--- src/rtl/lcd_pkg.sv ---
// rtl/lcd_pkg.sv - HD44780 opcodes, DDRAM line map and receiver FSM states
package lcd_pkg;

    localparam logic [7:0] CLR   = 8'h01;
    localparam logic [7:0] HOME  = 8'h02;
    localparam logic [7:0] ENTRY = 8'h04;
    localparam logic [7:0] DISP  = 8'h08;
    localparam logic [7:0] SHIFT = 8'h10;
    localparam logic [7:0] FUNC  = 8'h20;
    localparam logic [7:0] CGRAM = 8'h40;
    localparam logic [7:0] DDRAM = 8'h80;

    localparam logic [6:0] LINE0_BASE = 7'h00;
    localparam logic [6:0] LINE1_BASE = 7'h40;
    localparam logic [6:0] LINE_LEN   = 7'd40;
    localparam logic [6:0] LINE0_LAST = LINE0_BASE + LINE_LEN - 7'd1;
    localparam logic [6:0] LINE1_LAST = LINE1_BASE + LINE_LEN - 7'd1;

    typedef enum logic [1:0] {
        ST_IDLE,
        ST_CLEAR,
        ST_HOLD
    } lcd_state_t;

    // Two-line address counter step; unmapped addresses fall back to a line edge.
    function automatic logic [6:0] step_addr(input logic [6:0] a, input logic inc);
        logic mapped;
        mapped = (a <= LINE0_LAST) || (a >= LINE1_BASE && a <= LINE1_LAST);
        if (inc) begin
            if (!mapped || a == LINE1_LAST) return LINE0_BASE;
            else if (a == LINE0_LAST)       return LINE1_BASE;
            else                            return a + 7'd1;
        end else begin
            if (!mapped || a == LINE0_BASE) return LINE1_LAST;
            else if (a == LINE1_BASE)       return LINE0_LAST;
            else                            return a - 7'd1;
        end
    endfunction

endpackage

--- src/rtl/lcd_bus_sync.sv ---
// rtl/lcd_bus_sync.sv - bus input synchroniser and E falling-edge strobe
module lcd_bus_sync #(
    parameter int SYNC_STAGES = 2
) (
    input  logic       clk,
    input  logic       reset,
    input  logic       lcd_e,
    input  logic       lcd_rs,
    input  logic       lcd_rw,
    input  logic [7:0] lcd_d,
    output logic       strobe,
    output logic       rs,
    output logic       rw,
    output logic [7:0] d
);

    logic [10:0] sync_q [SYNC_STAGES];
    logic        e_prev;

    always_ff @(posedge clk) begin
        if (reset) begin
            for (int i = 0; i < SYNC_STAGES; i++) sync_q[i] <= '0;
            e_prev <= 1'b0;
        end else begin
            sync_q[0] <= {lcd_e, lcd_rs, lcd_rw, lcd_d};
            for (int i = 1; i < SYNC_STAGES; i++) sync_q[i] <= sync_q[i-1];
            e_prev <= sync_q[SYNC_STAGES-1][10];
        end
    end

    // Strobe is combinational so the top registers the decode one cycle later.
    assign strobe = e_prev && !sync_q[SYNC_STAGES-1][10];
    assign rs     = sync_q[SYNC_STAGES-1][9];
    assign rw     = sync_q[SYNC_STAGES-1][8];
    assign d      = sync_q[SYNC_STAGES-1][7:0];

endmodule

--- src/rtl/lcd_bus_receiver.sv ---
// rtl/lcd_bus_receiver.sv - HD44780 write-bus mirror with shadow DDRAM and busy emulation
import lcd_pkg::*;

module lcd_bus_receiver #(
    parameter int CLK_HZ      = 50_000_000,
    parameter int BUSY_CYCLES = CLK_HZ / 25_000,
    parameter int SYNC_STAGES = 2
) (
    input  logic       CLOCK_50,
    input  logic       reset,
    input  logic       lcd_e,
    input  logic       lcd_rs,
    input  logic       lcd_rw,
    input  logic [7:0] lcd_d,
    input  logic [6:0] rd_addr,
    output logic [7:0] rd_data,
    output logic       cmd_valid,
    output logic [7:0] cmd_code,
    output logic       data_valid,
    output logic [6:0] ddram_addr,
    output logic       display_on,
    output logic       cursor_on,
    output logic       blink_on,
    output logic       busy,
    output logic       err_busy_write,
    output logic       err_mode
);

    localparam int BUSY_W = $clog2(BUSY_CYCLES + 1);
    localparam logic [BUSY_W-1:0] BUSY_LOAD = BUSY_W'(BUSY_CYCLES - 1);

    logic       strobe, bus_rs, bus_rw;
    logic [7:0] bus_d;

    lcd_bus_sync #(.SYNC_STAGES(SYNC_STAGES)) u_sync (
        .clk    (CLOCK_50),
        .reset  (reset),
        .lcd_e  (lcd_e),
        .lcd_rs (lcd_rs),
        .lcd_rw (lcd_rw),
        .lcd_d  (lcd_d),
        .strobe (strobe),
        .rs     (bus_rs),
        .rw     (bus_rw),
        .d      (bus_d)
    );

    lcd_state_t        state_q, state_d;
    logic [6:0]        fill_cnt;
    logic [BUSY_W-1:0] busy_cnt;
    logic              inc_q;
    logic [7:0]        ddram_mem [128];

    logic xfer, data_wr, instr, is_clear;
    assign xfer     = strobe && !bus_rw;
    assign data_wr  = xfer && bus_rs;
    assign instr    = xfer && !bus_rs;
    assign is_clear = instr && (bus_d == CLR);
    assign busy     = (state_q != ST_IDLE);

    always_comb begin
        state_d = state_q;
        case (state_q)
            ST_IDLE: begin
                if (is_clear)  state_d = ST_CLEAR;
                else if (xfer) state_d = ST_HOLD;
            end
            ST_CLEAR: begin
                if (is_clear)                 state_d = ST_CLEAR;
                else if (fill_cnt == 7'h7F)   state_d = ST_HOLD;
            end
            ST_HOLD: begin
                if (is_clear)               state_d = ST_CLEAR;
                else if (xfer)              state_d = ST_HOLD;
                else if (busy_cnt == '0)    state_d = ST_IDLE;
            end
            default: state_d = ST_CLEAR;
        endcase
    end

    always_ff @(posedge CLOCK_50) begin
        if (reset) begin
            state_q  <= ST_CLEAR;
            fill_cnt <= '0;
            busy_cnt <= '0;
        end else begin
            state_q <= state_d;
            if (is_clear)                fill_cnt <= '0;
            else if (state_q == ST_CLEAR) fill_cnt <= fill_cnt + 7'd1;
            // Reload on entry to HOLD and on every transfer that lands in HOLD.
            if (state_d == ST_HOLD && (state_q != ST_HOLD || xfer))
                busy_cnt <= BUSY_LOAD;
            else if (state_q == ST_HOLD && busy_cnt != '0)
                busy_cnt <= busy_cnt - 1'b1;
        end
    end

    // Single write port: a host data byte takes precedence over the clear fill.
    logic       mem_we;
    logic [6:0] mem_waddr;
    logic [7:0] mem_wdata;

    always_comb begin
        mem_we    = 1'b0;
        mem_waddr = fill_cnt;
        mem_wdata = 8'h20;
        if (data_wr) begin
            mem_we    = 1'b1;
            mem_waddr = ddram_addr;
            mem_wdata = bus_d;
        end else if (state_q == ST_CLEAR) begin
            mem_we = 1'b1;
        end
    end

    always_ff @(posedge CLOCK_50) begin
        if (mem_we) ddram_mem[mem_waddr] <= mem_wdata;
    end

    always_ff @(posedge CLOCK_50) begin
        if (reset) rd_data <= '0;
        else       rd_data <= ddram_mem[rd_addr];
    end

    always_ff @(posedge CLOCK_50) begin
        if (reset) begin
            cmd_valid      <= 1'b0;
            cmd_code       <= '0;
            data_valid     <= 1'b0;
            ddram_addr     <= LINE0_BASE;
            inc_q          <= 1'b1;
            display_on     <= 1'b0;
            cursor_on      <= 1'b0;
            blink_on       <= 1'b0;
            err_busy_write <= 1'b0;
            err_mode       <= 1'b0;
        end else begin
            cmd_valid  <= instr;
            data_valid <= data_wr;
            if (xfer && busy) err_busy_write <= 1'b1;
            if (data_wr) ddram_addr <= step_addr(ddram_addr, inc_q);
            if (instr) begin
                cmd_code <= bus_d;
                if ((bus_d & DDRAM) != 8'h00) begin
                    ddram_addr <= bus_d[6:0];
                end else if ((bus_d & CGRAM) != 8'h00) begin
                    ddram_addr <= ddram_addr;
                end else if ((bus_d & FUNC) != 8'h00) begin
                    if (!bus_d[4]) err_mode <= 1'b1;
                end else if ((bus_d & SHIFT) != 8'h00) begin
                    if (!bus_d[3]) ddram_addr <= step_addr(ddram_addr, bus_d[2]);
                end else if ((bus_d & DISP) != 8'h00) begin
                    display_on <= bus_d[2];
                    cursor_on  <= bus_d[1];
                    blink_on   <= bus_d[0];
                end else if ((bus_d & ENTRY) != 8'h00) begin
                    inc_q <= bus_d[1];
                end else if ((bus_d & HOME) != 8'h00) begin
                    ddram_addr <= LINE0_BASE;
                end else if ((bus_d & CLR) != 8'h00) begin
                    ddram_addr <= LINE0_BASE;
                    inc_q      <= 1'b1;
                end
            end
        end
    end

endmodule

--- config.mk ---
export PLATFORM = sky130hd
export DESIGN_NAME = lcd_bus_receiver
export DESIGN_NICKNAME = d
export VERILOG_FILES = /design/src/rtl/lcd_pkg.sv /design/src/rtl/lcd_bus_sync.sv /design/src/rtl/lcd_bus_receiver.sv
export SDC_FILE = /design/constraint.sdc
export NUM_CORES = 1
export LEC_CHECK = 0
export BUFFER_PORTS_ARGS = -buffer_cell sky130_fd_sc_hd__buf_2
export CAP_MARGIN = 10
export CORE_MARGIN = 5
export CORE_UTILIZATION = 40
export CTS_BUF_LIST = sky130_fd_sc_hd__clkbuf_16
export DETAILED_ROUTE_END_ITERATION = 12
export GPL_ROUTABILITY_DRIVEN = 0
export SLEW_MARGIN = 30
export SYNTH_ARGS = -nofsm -noshare
export SYNTH_HDL_FRONTEND = slang
export SYNTH_HIERARCHICAL = 1
export SYNTH_SLANG_ARGS = --single-unit
--- constraint.sdc ---
create_clock -name CLOCK_50 -period 4.9 [get_ports CLOCK_50]
set_clock_uncertainty 0.15 [all_clocks]
set_input_delay 0.735 -clock CLOCK_50 [delete_from_list [all_inputs] [get_ports CLOCK_50]]
set_output_delay 0.735 -clock CLOCK_50 [all_outputs]
set_load 0.01 [all_outputs]
# Word level (Yosys, flattened, before mapping)
# Memory sizes are Yosys's and may differ from the RTL's. A register that Yosys moved wholly into a read port is not among the register bits.
# Cells that the tools add are included.
# W data, S select, Z words.
[word_totals]
inputBits = 20
rom_bits = 0
ram_bits = 1046
elab_cells = 112
memories = 2
register_bits = 44
output_inout_bits = 31
latch_bits = 0
[mem_list]
columns = ["name", "words", "width", "read_ports", "rd_ports_with_merged_regs", "write_ports", "line_no", "rtl"]
rows = [
  ["ddram_mem", 128, 8, 1, 1, 1, "lcd_bus_receiver.sv:52", "logic [7:0] ddram_mem [128];"],
  ["u_sync.sync_q", 2, 11, 2, 0, 2, "lcd_bus_sync.sv:17", "logic [10:0] sync_q [SYNC_STAGES];"],
]
[op_classes]
muxes = 41
bitwise = 7
eq_ne = 11
div_mod_pow = 0
n_lt_le_gt_ge = 3
shifts = 0
mul = 0
n_addsub = 4
reduce_logical = 29
[op_table]
columns = ["cell", "count"]
rows = [
  ["$mux W7", 18],
  ["$mux W11", 4],
  ["$eq A7 B7 Y1 const B", 3],
  ["$add A7 B1 Y7 const B", 2],
  ["$mux W2", 7],
  ["$logic_not A11 Y1", 1],
  ["$reduce_bool A11 Y1", 1],
  ["$sub A11 B1 Y11 const B", 1],
  ["$mux W1", 10],
  ["$logic_and A1 B1 Y1", 9],
  ["$eq A8 B1 Y1 const B", 1],
  ["$mux W8", 1],
  ["$reduce_and A8 Y1", 1],
  ["$eq A7 B6 Y1 const B", 1],
  ["$ge A7 B7 Y1 const B", 1],
  ["$le A7 B6 Y1 const B", 1],
  ["$le A7 B7 Y1 const B", 1],
  ["$logic_not A7 Y1", 1],
  ["$sub A7 B1 Y7 const B", 1],
  ["$pmux W2 S3", 1],
  ["$reduce_and A6 Y1", 1],
  ["$reduce_bool A2 Y1", 3],
  ["$not A1 Y1", 5],
  ["$reduce_and A5 Y1", 1],
  ["10 further kinds", 19],
]

# Longest topological paths before layout
# Gate-level depths: netlist of the first run.
[logic_depth]
ltp_word = 17
depth_mapped = 10
depth_no_buf = 8

# Cells and area by module
# The synthesis of the first run kept the hierarchy.
[modules_own_cells]
columns = ["mod", "area_each_um2", "n_inst", "cells_each", "seq_area_each_um2"]
rows = [
  ["lcd_bus_receiver", 42807.3, 1, 2328, 31770.5],
  ["lcd_bus_sync", 735.7, 1, 57, 460.4],
]

# Worst setup path before layout of the first run
# OpenSTA, ideal clock, no wires.
[synth_path]
path_kind = "flip-flop to flip-flop"
startpoint = "register u_sync.e_prev (read register of u_sync.sync_q)"
endpoint = "memory ddram_mem[0][2], data pin"
path_buffers = 2
setup_ns = 0.798
required_ns = 3.952
setup_slack_ns = -0.052
path_stages_with_launch = 6
arrival_time_ns = 4.004
period_less_slack_ns = 4.952
path_cell_list = "dfxtp_1 nor2b_1 nand3b_1 clkbuf_1 buf_1 nor2_1"
[synth_via]
elab_chain_cells = 4
[synth_lines]
columns = ["element", "line_no", "rtl"]
rows = [
  ["from (decl)", "lcd_bus_sync.sv:18", "logic e_prev;"],
  ["$logic_and A1 B1 Y1", "lcd_bus_sync.sv:32", "assign strobe = e_prev && !sync_q[SYNC_STAGES-1][10];"],
  ["net strobe", "lcd_bus_receiver.sv:32", "logic strobe, bus_rs, bus_rw;"],
  ["$logic_and A1 B1 Y1", "lcd_bus_receiver.sv:55", "assign xfer = strobe && !bus_rw;"],
  ["$logic_and A1 B1 Y1", "lcd_bus_receiver.sv:56", "assign data_wr = xfer && bus_rs;"],
  ["$mux W8", "lcd_bus_receiver.sv:107", "if (data_wr) begin"],
  ["net mem_wdata[2]", "lcd_bus_receiver.sv:101", "logic [7:0] mem_wdata;"],
  ["to (decl)", "lcd_bus_receiver.sv:52", ""],
]
# The timed path passes the listed nets, and every way through them passes these cells.

# Worst setup path after layout of the first run
[layout_path]
startpoint = "register u_sync.e_prev (read register of u_sync.sync_q)"
endpoint = "memory ddram_mem[41][2], enable pin"
[layout_via]
elab_chain_cells = 6
word_cells_on_any_way = 7
cone_classes = "mux: 4; reduce/logical: 3"
[layout_lines]
columns = ["element", "line_no", "rtl"]
rows = [
  ["$logic_and A1 B1 Y1 *", "lcd_bus_sync.sv:32", ""],
  ["net strobe", "lcd_bus_receiver.sv:32", ""],
  ["$logic_and A1 B1 Y1 *", "lcd_bus_receiver.sv:55", ""],
  ["$logic_and A1 B1 Y1 *", "lcd_bus_receiver.sv:56", ""],
  ["$mux W1", "lcd_bus_receiver.sv:107", ""],
  ["$mux W1", "lcd_bus_receiver.sv:117", "if (mem_we) ddram_mem[mem_waddr] <= mem_wdata;"],
  ["$mux W1 (not written as such)", "lcd_bus_receiver.sv:117", ""],
]
# Mark *: on every way through the listed nets, which the timed path passes. The rest lies on a longest branch.

==> results.md, run 1 <==
* Outcome: finished clean
* Top FF cell, synth: edfxtp_1
* Drt via density at slightly below 6
* CTS buffer count at 109
* CP max stage delay at 0.78 ns
* Hold_buf cts at 0
* F_max at 270 MHz
* Share of post-route cells with drive strength above 1 at between 20% and 30%
* Skew-Pair Late Insertion Delay at 0.68 ns
* Tot Pwr at about 19 mW
* Die height at roughly 340 um
* Final setup TNS at 0 ns
* Worst Tran Pin Value at 0.999 ns
* Cell Chain, Critical Path: nor2b_1, nand3b_1, buf_4, nand2_1, a21boi_1, nand3_1, buf_4, nor2_1
* Netlist Area Pre-Place at around 44,000 um^2
* DR pass1 iterations at 5
* Gate Count Post-Synth at 2,385
* Syn_nets at between 2,000 and 2,500
* P_leak at 14.9 nW
* Overall Global Routing Usage at 18.2%
* CP Data Arrival Time at ~3.9 ns
* Dpl cell area at 45,700 um^2
* Commonest non-fill, non-tap cell in the layout: edfxtp_1
* PortBufs at 50
* Vias in the first global route at roughly 23,000
* Fin cells at 4,002
* Dpl cells at 3,796
* Post-Route WL at 107 mm
* #FFs+latches synth at between 1,000 and 1,500
* Worst hold stages at 2
* Crit path required time at 5.06 ns
* Final setup violation count at 0
* Most frequent CP cell: buf_4
* CP Launch Type: flop
* Clock root buffer: clkbuf_16
* Drt drc at 0
* Pin count of the biggest net entering global routing at 129
* Synth area leaders: edfxtp_1 71%, mux4_2 10%, mux2i_1 3.8%
* R2r setup slk at 1.19 ns
* FF-to-FF path depth at 8
* Hold Startpoint: lcd_e
* Core area at 109,000 um^2
* GR Overflow Total at 0
* Routed via count at ~23,000
* Max VDD drop at 0.297 mV
* Die area at 116,000 um^2
* Worst r2r dst: ddram_mem[41][2]
* Power per cell area at 385 nW/um^2
* Top Metal Used: met5
* Initial antenna violation count at 6
* Hold WC Path Type: in2reg
* Max cap viols at 0
* Final design utilization at 45.4%
* Routed len/inst at about 27 um
* Most frequent cells in the layout: 1,024 x edfxtp_1, 200 x mux4_2, 173 x nor2_1, 165 x mux2i_1, 110 x clkbuf_16
* Initial Utilization at 40.1%
* Crit end category: flop
* Seq/Total Area, Yosys at 74.0%
* Clk sinks at 1,098
* Bufs on Longest Clock Path at 3
* Detailed Route Iter0 Violations at 2,688
* Reg2reg start: u_sync/e_prev
* End of the worst hold path: u_sync/sync_q[0][10]
* Post-synth top area share at 70.6%
* Final Cycle Share at between 70% and 80%
* WS Path Type: reg2reg
* Async SR Flop Fraction at 0%
* Final Instance Area at between 40,000 and 50,000 um^2
* Post-DP HPWL at 67.3 mm
* Nets at 2,518
* RSZ-0062 raised after global routing: no
* CTS tree: built
* Die Wd at 340 um
* Site row count at 121
* Final hold violations at 0
* Synth cell types at 71
* Clock-pin slew on the worst setup and hold paths at about 0.060 ns
* H-tree depth at 3
* P&R area growth vs syn at 13.1%
* Yosys warns at 6
* Tmin final at 3.71 ns
* Area leader, netlist: edfxtp_1
* Synthesized area per cell at 18.3 um^2
* Slew HR at 33.1%
* CP max FO at 21
* Final Slew Violations at 0
* Post-CTS Resized at 0
* First-pass GRT wire length at 157 mm
* WL met3 at slightly above 9 mm
* Number of flops mapped to enable cells by yosys at approximately 1,000
* M1 WL at 45.6 mm
* Num ports at 51
* Slowest stage cell, crit path: nor2_1
* Antenna Nets Post-Route at 0
* Setup Fix Bufs, Post-CTS at 0
* Met2 WL at 50.2 mm
## routing by layer
layer  track usage, %  vias up
li1                 -     9832
met1             26.6    12100
met2             28.5     1025
met3             3.73      157
met4             4.28        2
met5                0        -
## cells by family (layout without fill, tap and decap cells)
family | after synthesis | count (layout) | share of synthesized area (%)
multiplexers | 368 | 368 | 14.2
other | 0 | 2 | 0
flip-flops | 1098 | 1098 | 74.0
adder cells (fa/ha/maj) | 5 | 5 | 0.144
XOR/XNOR | 20 | 20 | 0.402
buffers and inverters | 161 | 362 | 1.80
AND/OR/NAND/NOR | 451 | 451 | 4.98
AO/OA/AOI/OAI | 282 | 282 | 4.44
## report_power, final
part	total, mW	switching, mW	internal [mW]
registers	10.2	0.0457	10.1
logic	0.685	0.442	0.242
clock network	8.10	3.49	4.60
total	19.0	3.98	15.0
## per-stage QoR
stage | hold slack (ns) | setup WS [ns]
after floorplan | 0.264 | -0.0516
final | 0.109 | 1.19
after CTS | 0.0682 | 1.27
after global placement | 0.270 | 0.943
after detailed placement | 0.273 | 0.984
after global routing | 0.0916 | 1.01
## cells in the mapped netlist, types with 4 or more instances
cell type and count:
edfxtp_1 1024, mux4_2 200, nor2_1 177, mux2i_1 165, a22oi_1 88, nand2_1 78
dfxtp_1 74, nand3_1 65, clkbuf_1 63, a21oi_1 59, buf_2 55, o21ai_0 29
nor2b_1 22, buf_4 21, nor3_1 21, a31oi_1 19, nor2b_2 14, inv_1 12
nand2b_1 12, xnor2_1 12, a211oi_1 11, and2_1 9, nand3b_1 9, nor4_1 9
o31ai_1 9, o22ai_1 8, xor2_1 8, nand4_1 7, a221oi_1 6, a41oi_1 6
buf_1 6, o221ai_1 6, ha_1 5, o21a_1 5, or2_2 5, a2111oi_0 4
buf_6 4, o211ai_1 4, or3_1 4
## worst max-delay path by stage
stage,depth (start not counted),from,slack (ns),endpoint
after floorplan,5,u_sync/e_prev,-0.05,ddram_mem[0][2]
after global placement,7,rd_addr[0],0.94,rd_data[1]
after detailed placement,7,rd_addr[0],0.98,rd_data[1]
after CTS,8,u_sync/e_prev,1.27,ddram_mem[41][3]
after global routing,8,u_sync/e_prev,1.01,ddram_mem[41][4]
final,8,u_sync/e_prev,1.19,ddram_mem[41][2]
## flip-flops by register name, summed over array words and instances (netlist names), 2 cells and up
signal / cells
cmd_code: 8
rd_data: 8
busy_cnt: 11
ddram_addr: 7
u_sync/sync_q: 22
fill_cnt: 7
ddram_mem: 1024
state_q: 2
## area by class of cell
class,count,area (um^2)
diodes,2,5.00
clock buffers,110,2750
clock inverters,94,752
fillers,9063,59300
inverters,12,45.0
multi-input cells,1126,10600
flip-flops and latches,1098,32200
well taps,1414,1770
repair buffers,146,1120
## worst max-delay path: cells and delay by family, from the launching register on
family | cells | cell delay, ns
AOI/OAI and AO/OA | 1 | 0.54
buffers and inverters | 2 | 0.65
DFF | 1 | 0.30
and+or+nand+nor | 5 | 1.65
Power figures use the tool's default switching activity.
==> run 2, diff against run 1 <==
- ABC_AREA: not set -> 1
- clock period: 4.9 -> 3.11 ns (I/O delays scaled with it)
==> run 2 against run 1 <==
  * Power rose by 61%
  * Core utilization rose by 1.2 points
  * Combinational power rose by 150%
  * Fmax rose by 24%
  * Routed wire length rose by 13%
  * Via count rose by 32%
  * First-iteration DRC count rose by 16%
  * Sequential power rose by 57%
  * Largest power group unchanged
  * Critical endpoint is now ddram_mem[74][3]
  * Die area rose by 3.5%
  * Design area rose by 6.3%
  * Non-clock buffer count rose by 156
  * Setup slack got worse by 1.1 ns
  * Critical path type unchanged
==> results.md, run 2 <==
* CTS buffer count at 111
* Vias in the first global route at 29,700
* Largest regs: ddram_mem: 1024 flops, u_sync/sync_q: 22 flops, busy_cnt: 11 flops
* Crit end category: flop
* #FFs+latches synth at roughly 1,100
* F_max at 335 MHz
* N_diodes at 0
* Share of post-route cells with drive strength above 1 at between 10% and 20%
* Drt via density at 5.30
* Number of flops mapped to enable cells by yosys at 1,024
* Cell Chain, Critical Path: nor2_1, inv_1, nor2_4, inv_2, nor2_8, inv_2, nand2_1, o21ai_2, inv_2, nor2_2, nand3_1, nor2_1, buf_4
* DR pass1 iterations at 6
* GR Overflow Total at 0
* Max reg flops at 1,024
* Skew-Pair Late Insertion Delay at 0.69 ns
* Detailed Route Iter0 Violations at 3,124
* Core area at 112,000 um^2
* Most frequent cells in the layout: 1,039 x nand2_1, 1,024 x edfxtp_1, 793 x nand3_1, 347 x nor2_1, 186 x buf_4
* Tmin final at 2.98 ns
* Area leader, netlist: edfxtp_1
* Post-Route WL at 121 mm
* Max cap viols at 0
* Setup crit start: u_sync/sync_q[0][21]
* Routed via count at roughly 30,000
* H-tree depth at 3
* Final design utilization at 46.6%
* P_leak at just under 20 nW
* Synth area leaders: edfxtp_1 68%, nand3_1 8.8%, nand2_1 8.7%
* First-pass GRT wire length at roughly 180 mm
* CP max FO at 15
* PortBufs at 50
* Biggest register: ddram_mem
* Slowest stage cell, crit path: nand3_1
* Most frequent CP cell: inv_2
* Netlist Area Pre-Place at 45,100 um^2
* WS Path Type: reg2reg
* Site row count at around 120
* Max VDD drop at 0.414 mV
* Post-DP HPWL at 74.8 mm
* Syn_nets at between 4,000 and 5,000
* Drt drc at 0
* Final hold violations at 0
* Commonest cells post-synth: 1,040 x nand2_1, 1,024 x edfxtp_1, 793 x nand3_1, 354 x nor2_1, 175 x o21ai_0
* Synth cell types at 42
* Clock-pin slew on the worst setup and hold paths at 0.06 ns
* Dpl cells at ~5,500
* CP Data Arrival Time at 3.22 ns
* Power per cell area at ~580 nW/um^2
* RSZ-0062 raised after global routing: no
* Die height at roughly 350 um
* Die Wd at 346 um
* Setup Fix Bufs, Post-CTS at 0
* Antenna Nets Post-Route at 0
* Final setup violation count at 0
* CP Launch Type: flop
* Die area at roughly 120,000 um^2
* Clock root buffer: clkbuf_16
* Top delay family on crit path: simple AND/OR/NAND/NOR gates
* Nets at 4,197
* Clk sinks at 1,098
* CTS tree: built
* Final Slew Violations at 0
* Routed len/inst at 20.9 um
* Async SR Flop Fraction at 0%
* Initial Utilization at 40.2%
* P&R area growth vs syn at 16.1%
* Final Cycle Share at 95.9%
* Top FF cell, synth: edfxtp_1
* Post-synth top area share at 68.1%
* Crit path required time at 3.35 ns
* Slew HR at 50.3%
* Commonest non-fill, non-tap cell in the layout: nand2_1
* Outcome: finished clean
* Worst Tran Pin Value at 0.744 ns
* Synthesized area per cell at 11.2 um^2
* Gate Count Post-Synth at around 4,000
* Seq/Total Area, Yosys at 71.4%
* Pin count of the biggest net entering global routing at 105
* Hold Startpoint: rd_addr[6]
* Top-count cell post-synth: nand2_1
* Fin cells at around 5,800
* Yosys warns at 6
* Num ports at 51
* Bufs on Longest Clock Path at 3
* Critical path buffer and inverter count at 5
* Initial antenna violation count at 1
* Overall Global Routing Usage at 19.8%
* Reg2reg start: u_sync/sync_q[0][21]
* CP max stage delay at 0.46 ns
* Hold WC Path Type: in2reg
==> run 2: changes by cell type after synthesis, sizes merged, moves of 17 or more <==
cell	previous run	this run
a22oi	88	0
a31oi	19	2
buf	86	147
clkbuf	63	108
inv	12	109
mux2i	165	0
mux4	200	0
nand2	78	1041
nand3	65	795
nor2	178	373
nor2b	36	0
o21ai	34	183
o22ai	8	64
==> run 2: worst reg2reg max path, delay by kind of cell (launching register included) <==
family          cells  cell delay [ns]
flops               1             0.33
simple gates        7             1.34
buf+inv             5             0.74
compound gates      1             0.11
==> run 2: cell families after synthesis <==
group                    synth area share [%]
flip-flops                               71.4
adder cells (fa/ha/maj)                 0.139
AO/OA/AOI/OAI                            3.72
XOR/XNOR                                0.175
buffers and inverters                    3.48
AND/OR/NAND/NOR                          21.1
==> run 2: final cells by class <==
| type | instances | area (um^2) |
|---|---|---|
| tap | 1500 | 1880 |
| clock inverter | 98 | 726 |
| inverter | 111 | 434 |
| timing repair buffer | 302 | 2890 |
| sequential | 1098 | 32200 |
| clock buffer | 113 | 2830 |
| multi-input combinational | 2548 | 11400 |
| fill | 10200 | 60000 |
==> run 2: where the power goes <==
part / internal, mW / switching (mW)
registers: 16.0 / 0.0371
clock network: 7.20 / 5.65
logic: 0.490 / 1.19
total: 23.7 / 6.88
==> run 2: final timing paths <==
check,end,slack (ns),cells after the start
max reg2reg,ddram_mem[74][3],0.13,13
min reg2reg,u_sync/sync_q[0][16],0.25,2
max,ddram_mem[74][3],0.13,13
min,rd_data[6],0.07,4
==> run 2: routing by layer <==
metal  up-vias  part of all wire (%)  GRT usage, %
met5         -                     0             0
met2      1158                    46          31.5
li1      14400                     -             -
met1     14800                    43          28.1
met3       211                   7.1          3.28
met4         0                   3.0          6.08
==> run 2: through the flow <==
step / hold slack, ns / total power [mW] / instance area [um^2] / worst slack, ns / setup TNS (ns)
final: 0.0733 / 30.6 / 52400 / 0.129 / 0
after global routing: 0.0773 / 31.6 / 52400 / 0.0100 / 0
after CTS: 0.0130 / 30.7 / 52400 / 0.108 / 0
after detailed placement: 0.242 / 18.0 / 48700 / 0.162 / 0
after global placement: 0.239 / 18.0 / 48700 / 0.168 / 0
after floorplan: 0.238 / 17.3 / 45100 / -0.672 / -602.05
==> run 2: what timing repair did <==
item	in CTS	in global routing
endpoints found under the setup margin	0	0
endpoints found under the hold margin	11	0
gates resized for setup	0	0
hold buffers	11	0
